==> config.mk <==
export PLATFORM = sky130hd
export DESIGN_NAME = fft_bfly_r2_pipe
export DESIGN_NICKNAME = d
export VERILOG_FILES = /design/src/rtl/fft_pkg.sv /design/src/rtl/fft_cmul_pipe.sv /design/src/rtl/fft_bfly_r2_pipe.sv
export SDC_FILE = /design/constraint.sdc
export NUM_CORES = 2
export LEC_CHECK = 0
export CAP_MARGIN = 0
export CORE_MARGIN = 1.5
export CORE_UTILIZATION = 60
export CTS_CLUSTER_SIZE = 14
export DETAILED_ROUTE_END_ITERATION = 16
export GPL_ROUTABILITY_DRIVEN = 1
export PLACE_DENSITY_LB_ADDON = 0.08
export REMOVE_ABC_BUFFERS = 1
export SYNTH_ARGS = -nofsm -noshare
export SYNTH_HDL_FRONTEND = slang
export SYNTH_SLANG_ARGS = --single-unit
==> constraint.sdc <==
create_clock -name clk -period 5.5 [get_ports clk]
set_input_delay 1.375 -clock clk [delete_from_list [all_inputs] [get_ports clk]]
set_output_delay 1.375 -clock clk [all_outputs]
set_load 0.1 [all_outputs]
==> src/rtl/fft_pkg.sv <==
// Shared constants and arithmetic helpers for the streaming FFT datapath.
//   DATA_W_DEF / TW_W_DEF : default sample and twiddle component widths
//   TW_ONE                : largest positive Q1.(TW_W_DEF-1) twiddle value
//   rnd_const()           : round-half-up offset applied before the Q1.x shift
//   sat() / is_sat()      : clamp a signed value to a given width / test for clipping
package fft_pkg;

  localparam int unsigned DATA_W_DEF = 16;
  localparam int unsigned TW_W_DEF   = 16;
  localparam int          TW_ONE     = (1 << (TW_W_DEF - 1)) - 1;

  // Half an LSB of the product after dropping TW_W-1 fractional bits.
  function automatic logic signed [63:0] rnd_const(input int unsigned tw_w);
    return 64'sd1 <<< (tw_w - 2);
  endfunction

  function automatic logic signed [63:0] sat(input logic signed [63:0] x,
                                              input int unsigned        width);
    logic signed [63:0] hi;
    logic signed [63:0] lo;
    hi = (64'sd1 <<< (width - 1)) - 64'sd1;
    lo = -hi - 64'sd1;
    if (x > hi)      return hi;
    else if (x < lo) return lo;
    else             return x;
  endfunction

  function automatic logic is_sat(input logic signed [63:0] x,
                                  input int unsigned        width);
    return sat(x, width) != x;
  endfunction

endpackage

==> src/rtl/fft_cmul_pipe.sv <==
// Two-stage pipelined complex multiply t = b * w (or b * conj(w)) with
// round-half-up back to sample scale. Stages advance together on adv.
//   clk, rst_n        : clock, async active-low reset
//   adv               : stage enable; when low every register holds
//   in_valid          : b/w/inverse valid this cycle
//   b_re, b_im        : DATA_W signed multiplicand
//   w_re, w_im        : TW_W signed Q1.(TW_W-1) twiddle
//   inverse           : use conj(w)
//   out_valid         : t_re/t_im valid
//   t_re, t_im        : DATA_W+2 signed rounded product (not saturated)
module fft_cmul_pipe
  import fft_pkg::*;
#(
  parameter int unsigned DATA_W = DATA_W_DEF,
  parameter int unsigned TW_W   = TW_W_DEF
) (
  input  logic                     clk,
  input  logic                     rst_n,
  input  logic                     adv,
  input  logic                     in_valid,
  input  logic signed [DATA_W-1:0] b_re,
  input  logic signed [DATA_W-1:0] b_im,
  input  logic signed [TW_W-1:0]   w_re,
  input  logic signed [TW_W-1:0]   w_im,
  input  logic                     inverse,
  output logic                     out_valid,
  output logic signed [DATA_W+1:0] t_re,
  output logic signed [DATA_W+1:0] t_im
);

  localparam int unsigned PW = DATA_W + TW_W;
  localparam int unsigned SW = PW + 1;

  localparam logic signed [TW_W-1:0] W_MIN = {1'b1, {(TW_W-1){1'b0}}};
  localparam logic signed [TW_W-1:0] W_MAX = {1'b0, {(TW_W-1){1'b1}}};
  localparam logic signed [SW-1:0]   RND   = SW'(rnd_const(TW_W));

  logic signed [TW_W-1:0] wi_eff;
  logic                   v1;
  logic signed [PW-1:0]   p0, p1, p2, p3;
  logic signed [SW-1:0]   tr, ti;

  // Conjugation must not wrap the most negative twiddle back onto itself.
  always_comb begin
    wi_eff = w_im;
    if (inverse) wi_eff = (w_im == W_MIN) ? W_MAX : -w_im;
  end

  always_ff @(posedge clk or negedge rst_n) begin
    if (!rst_n) begin
      v1 <= 1'b0;
      p0 <= '0;
      p1 <= '0;
      p2 <= '0;
      p3 <= '0;
    end else if (adv) begin
      v1 <= in_valid;
      if (in_valid) begin
        p0 <= PW'(b_re) * PW'(w_re);
        p1 <= PW'(b_im) * PW'(wi_eff);
        p2 <= PW'(b_re) * PW'(wi_eff);
        p3 <= PW'(b_im) * PW'(w_re);
      end
    end
  end

  always_comb begin
    tr = SW'(p0) - SW'(p1) + RND;
    ti = SW'(p2) + SW'(p3) + RND;
  end

  // Dropping the low TW_W-1 bits of an SW-bit word leaves exactly DATA_W+2
  // bits, so the arithmetic shift and the width truncation are one slice.
  always_ff @(posedge clk or negedge rst_n) begin
    if (!rst_n) begin
      out_valid <= 1'b0;
      t_re      <= '0;
      t_im      <= '0;
    end else if (adv) begin
      out_valid <= v1;
      t_re      <= tr[SW-1:TW_W-1];
      t_im      <= ti[SW-1:TW_W-1];
    end
  end

endmodule

==> src/rtl/fft_bfly_r2_pipe.sv <==
// Three-stage pipelined radix-2 DIT butterfly: A = a + w*b, B = a - w*b,
// with optional divide-by-2, conjugate-twiddle mode, output saturation and a
// sticky overflow flag. Valid/ready handshake; the whole pipe stalls together.
//   clk, rst_n                 : clock, async active-low reset
//   in_valid / in_ready        : input handshake (in_ready = !out_valid | out_ready)
//   a_*, b_*                   : DATA_W signed butterfly inputs
//   w_re, w_im                 : TW_W signed Q1.(TW_W-1) twiddle
//   scale, inverse             : per-word controls captured with the input
//   out_valid / out_ready      : output handshake
//   A_*, B_*                   : DATA_W signed saturated outputs
//   ovf / clr_ovf              : sticky saturation flag and its synchronous clear
module fft_bfly_r2_pipe
  import fft_pkg::*;
#(
  parameter int unsigned DATA_W = DATA_W_DEF,
  parameter int unsigned TW_W   = TW_W_DEF
) (
  input  logic                     clk,
  input  logic                     rst_n,
  input  logic                     in_valid,
  output logic                     in_ready,
  input  logic signed [DATA_W-1:0] a_re,
  input  logic signed [DATA_W-1:0] a_im,
  input  logic signed [DATA_W-1:0] b_re,
  input  logic signed [DATA_W-1:0] b_im,
  input  logic signed [TW_W-1:0]   w_re,
  input  logic signed [TW_W-1:0]   w_im,
  input  logic                     scale,
  input  logic                     inverse,
  output logic                     out_valid,
  input  logic                     out_ready,
  output logic signed [DATA_W-1:0] A_re,
  output logic signed [DATA_W-1:0] A_im,
  output logic signed [DATA_W-1:0] B_re,
  output logic signed [DATA_W-1:0] B_im,
  output logic                     ovf,
  input  logic                     clr_ovf
);

  localparam int unsigned TW = DATA_W + 2;
  localparam logic signed [TW-1:0] ONE = TW'(1);

  logic                     adv;
  logic                     v2;
  logic signed [TW-1:0]     t_re, t_im;
  logic signed [DATA_W-1:0] a1_re, a1_im, a2_re, a2_im;
  logic                     sc1, sc2;
  logic signed [TW-1:0]     s [4];
  logic signed [TW-1:0]     ss [4];
  logic signed [DATA_W-1:0] y [4];
  logic [3:0]               hit;

  assign adv      = !out_valid || out_ready;
  assign in_ready = adv;

  fft_cmul_pipe #(
    .DATA_W (DATA_W),
    .TW_W   (TW_W)
  ) u_cmul (
    .clk       (clk),
    .rst_n     (rst_n),
    .adv       (adv),
    .in_valid  (in_valid),
    .b_re      (b_re),
    .b_im      (b_im),
    .w_re      (w_re),
    .w_im      (w_im),
    .inverse   (inverse),
    .out_valid (v2),
    .t_re      (t_re),
    .t_im      (t_im)
  );

  // a and scale ride alongside the multiplier's two stages.
  always_ff @(posedge clk or negedge rst_n) begin
    if (!rst_n) begin
      a1_re <= '0;
      a1_im <= '0;
      sc1   <= 1'b0;
      a2_re <= '0;
      a2_im <= '0;
      sc2   <= 1'b0;
    end else if (adv) begin
      if (in_valid) begin
        a1_re <= a_re;
        a1_im <= a_im;
        sc1   <= scale;
      end
      a2_re <= a1_re;
      a2_im <= a1_im;
      sc2   <= sc1;
    end
  end

  always_comb begin
    s[0] = TW'(a2_re) + t_re;
    s[1] = TW'(a2_im) + t_im;
    s[2] = TW'(a2_re) - t_re;
    s[3] = TW'(a2_im) - t_im;
    hit  = '0;
    for (int unsigned i = 0; i < 4; i++) begin
      ss[i]  = sc2 ? ((s[i] + ONE) >>> 1) : s[i];
      y[i]   = DATA_W'(sat(64'(ss[i]), DATA_W));
      hit[i] = is_sat(64'(ss[i]), DATA_W);
    end
  end

  always_ff @(posedge clk or negedge rst_n) begin
    if (!rst_n) begin
      out_valid <= 1'b0;
      A_re      <= '0;
      A_im      <= '0;
      B_re      <= '0;
      B_im      <= '0;
      ovf       <= 1'b0;
    end else begin
      if (adv) begin
        out_valid <= v2;
        if (v2) begin
          A_re <= y[0];
          A_im <= y[1];
          B_re <= y[2];
          B_im <= y[3];
        end
      end
      // A fresh saturation takes priority over a coincident clear.
      if (adv && v2 && (|hit)) ovf <= 1'b1;
      else if (clr_ovf)        ovf <= 1'b0;
    end
  end

endmodule

==> impl_results.md <==
* Critical R2R Launch: u_cmul.t_im[1]
* Longest Clk Path Bufs at 3
* Total GRT Usage at 0.373
* Drt wl/cell at 20.5 um
* Cell depth of the worst hold path at 2
* Vias per inst at 5.67
* Yosys reg bits at 298
* Dominant cells by area after synthesis: fa_1 35%, dfrtp_1 12%, ha_1 11%
* Crit path required time at 5.94 ns
* Worst Path Max Fanout at 6
* Clk_lat worst skew at 0.59 ns
* CP arrival at 9.76 ns
* Slew Viols, Final at 0
* CTS buffer count at 37
* Final Skew at 0.0219 ns
* Drt initial violations at 3,740
* Worst path slowest cell: fa_1
* Slew HR at 0.274
* Violated checks: negative setup slack
* Die X at 320 um
* Max cap viols at 0
* Register area at 7460 um^2
* Mapped cell area at 60,400 um^2
* CTS tree: yes
* Synthesis-to-finish area growth at 25.8%
* Largest net degree at the start of global routing at 107
* Top cell type's share of synthesized area at 0.349
* R2r endpoint: ovf
* Drt drc at 0
* Initial core utilization at 0.604
* Type of origin of the critical path: primary input
* Dominant synthesized flop cell: dfrtp_1
* Syn_area_per_cell at 8.74 um^2
* Hpwl dp at 143,000 um
* Multi-input gate area at 49,400 um^2
* Crit path capture: u_cmul.p2[31]
* Post-synthesis cell count at 6,917
* Worst hold-check path type: register to register
* Post-synth EDFFs at 0
* I/O pins at 170
* FFs w/ async S/R, synth at 1.00
* Overflow after GRT at 0
* Layout cell share with drive strength beyond 1 at 0.208
* Total Neg Setup Slack at -200.82 ns
* Nets at 9,468
* DIE HEIGHT at 320 um
* RSZ-0062 raised after global routing: true
* H-tree Lvls at 2
* CP startpoint: w_im[5]
* Part of the Yosys area used for sequential elements at 0.123
* Die area at 103,000 um^2
* Yosys top cell by area: fa_1
* Final ANT Viol Nets at 0
* Sink Count at 298
* Setup Viol. Count Final at 100
* Row cnt at 116
* Core ar. at 100,000 um^2
* Unique masters post-synth at 104
* Yosys warns at 0
* Crit. End Element: register
* First-pass GRT wire length at 297,000 um
* Status: finished, violations left
* Tcrit/Tclk final at 1.69
* Via count at 51,700
* Clock Pin Slew Worst Setup and Hold Paths at 0.06 ns
* Vias in the first global route at 54,100
* Post-Route WL at 187,000 um
* Fmax at 107 MHz
* Min Tclk post-route at 9.32 ns
* CP peak stage delay at 0.55 ns
* R2R Setup Slk at 0.04 ns
* Final Hold Viols at 0
* Final worst slack at -3.82 ns
* Total iterations of the first detailed-routing run at 6
* Count of input and output buffers at 169
* CP Class: primary input to register
* Fill count at 7,007
* Final Wtd Congestion at 0.960
* Reg2Reg Depth at 19
* CTS Root Cell: clkbuf_16
* Antenna violations before repair at 11
* Worst Max-Slew Pin Slew at 1.09 ns
==> cells in the mapped netlist (78+ instances only) <==
cell type,n
xor2_1,78
a21oi_1,205
fa_1,1052
xnor2_1,145
dfrtp_1,298
clkbuf_1,300
inv_1,1297
nand2b_1,82
nand2_1,1080
o21ai_0,256
and2_1,372
nor2_1,200
ha_1,527
==> state kept, by name, indices dropped and copies added (netlist names) <==
name and cells:
ovf 1, u_cmul.out_valid 1, u_cmul.p3 32, u_cmul.p0 32, u_cmul.p1 32, A_im 16
a1_im 16, a1_re 16, A_re 16, u_cmul.v1 1, B_re 16, B_im 16
a2_re 16, u_cmul.t_im 18, sc1 1, u_cmul.t_re 18, u_cmul.p2 32, out_valid 1
a2_im 16, sc2 1
==> what timing repair did <==
| item | 4_1_cts | 5_1_grt |
|---|---|---|
| pin swaps | 288 | 182 |
| hold buffers | 0 | 0 |
| buffers inserted | 174 | 41 |
| setup endpoints to repair | 107 | 104 |
| gates resized for setup | 796 | 201 |
| gates cloned | 13 | 0 |
==> worst min-delay path by stage <==
stage / from / endpoint / slack [ns]
floorplan: u_cmul.p0[0] / u_cmul.p0[0] / 0.43
global placement: u_cmul.p0[0] / u_cmul.p0[0] / 0.45
detailed placement: u_cmul.v1 / u_cmul.out_valid / 0.46
CTS: a1_re[6] / a2_re[6] / 0.47
global route: u_cmul.p0[13] / u_cmul.p0[13] / 0.49
finish: u_cmul.p0[0] / u_cmul.p0[0] / 0.47
==> worst max-delay path: cells and delay by family <==
family | cells | cell delay (ns)
adder cells (fa/ha/maj) | 7 | 3.30
AND/OR/NAND/NOR | 9 | 2.12
AO/OA/AOI/OAI | 12 | 1.85
XOR/XNOR | 1 | 0.14
buffers and inverters | 11 | 0.96
==> through the flow <==
step                std cells  setup slack (ns)  hold slack (ns)  area [um^2]   util
detailed placement       8833             -4.89            0.459        69400  0.694
global placement         8833             -4.74            0.451        69400  0.694
finish                   9118             -3.82            0.474        76000  0.760
CTS                      9081             -3.69            0.471        75000  0.750
floorplan                6587             -5.63            0.430        59100      -
global route             9113             -4.18            0.493        76000  0.760
==> per-layer routing <==
metal	vias up	GRT usage	part of all wire
li1	23500	-	-
met1	25800	0.479	0.40
met2	1979	0.602	0.46
met3	448	0.0741	0.081
met4	4	0.192	0.063
met5	-	0	0.00013
==> cell usage in the layout, fill, tap and decap left out, types with 28 or more instances in the layout <==
master,Yosys,routed
a21oi_1,205,144
a21o_1,68,68
nor3_1,71,63
and2_1,372,354
buf_4,2,759
fa_2,0,46
inv_1,1297,1234
o31ai_1,31,28
o21ai_2,2,35
nand3_1,66,65
and3_1,32,32
nor2b_1,66,61
ha_1,527,467
o21ai_0,256,146
buf_6,2,92
o21a_1,65,63
clkdlybuf4s50_1,0,114
nand2b_1,82,81
nand2_1,1080,1019
dfrtp_1,298,297
a21oi_2,0,46
fa_1,1052,1006
nand2_2,0,47
buf_12,0,115
nor2_1,200,196
o21ai_1,11,81
ha_4,0,54
xnor2_1,145,119
nand4_1,35,35
inv_2,1,61
or3_1,36,29
o211ai_1,73,73
a31oi_1,54,49
xor2_1,78,64
clkbuf_16,0,39
==> area by class of cell <==
class,instances,share of cell area
Inverter,1299,0.0642
Antenna cell,6,0.000198
Tap cell,1298,0.0214
Multi-Input combinational cell,4990,0.650
Sequential cell,298,0.0981
Clock inverter,15,0.00306
Clock buffer,52,0.0140
Timing Repair Buffer,1160,0.149
==> logic make-up (layout without fill, tap and decap cells) <==
group                      after synthesis  after routing  synth area share
AOI/OAI and AO/OA                     1005           1005             0.110
xor gates and xnor gates               225            225            0.0329
other                                    0              6                 0
muxes                                   13             13           0.00226
and+or+nand+nor                       2168           2168             0.172
adders and majority gates             1579           1579             0.458
buffers and inverters                 1629           2526             0.102
DFF                                    298            298             0.123
Power is left out: the tool's default activity adds up to more than one toggle a clock period on the data nets, which glitch-free logic cannot reach.
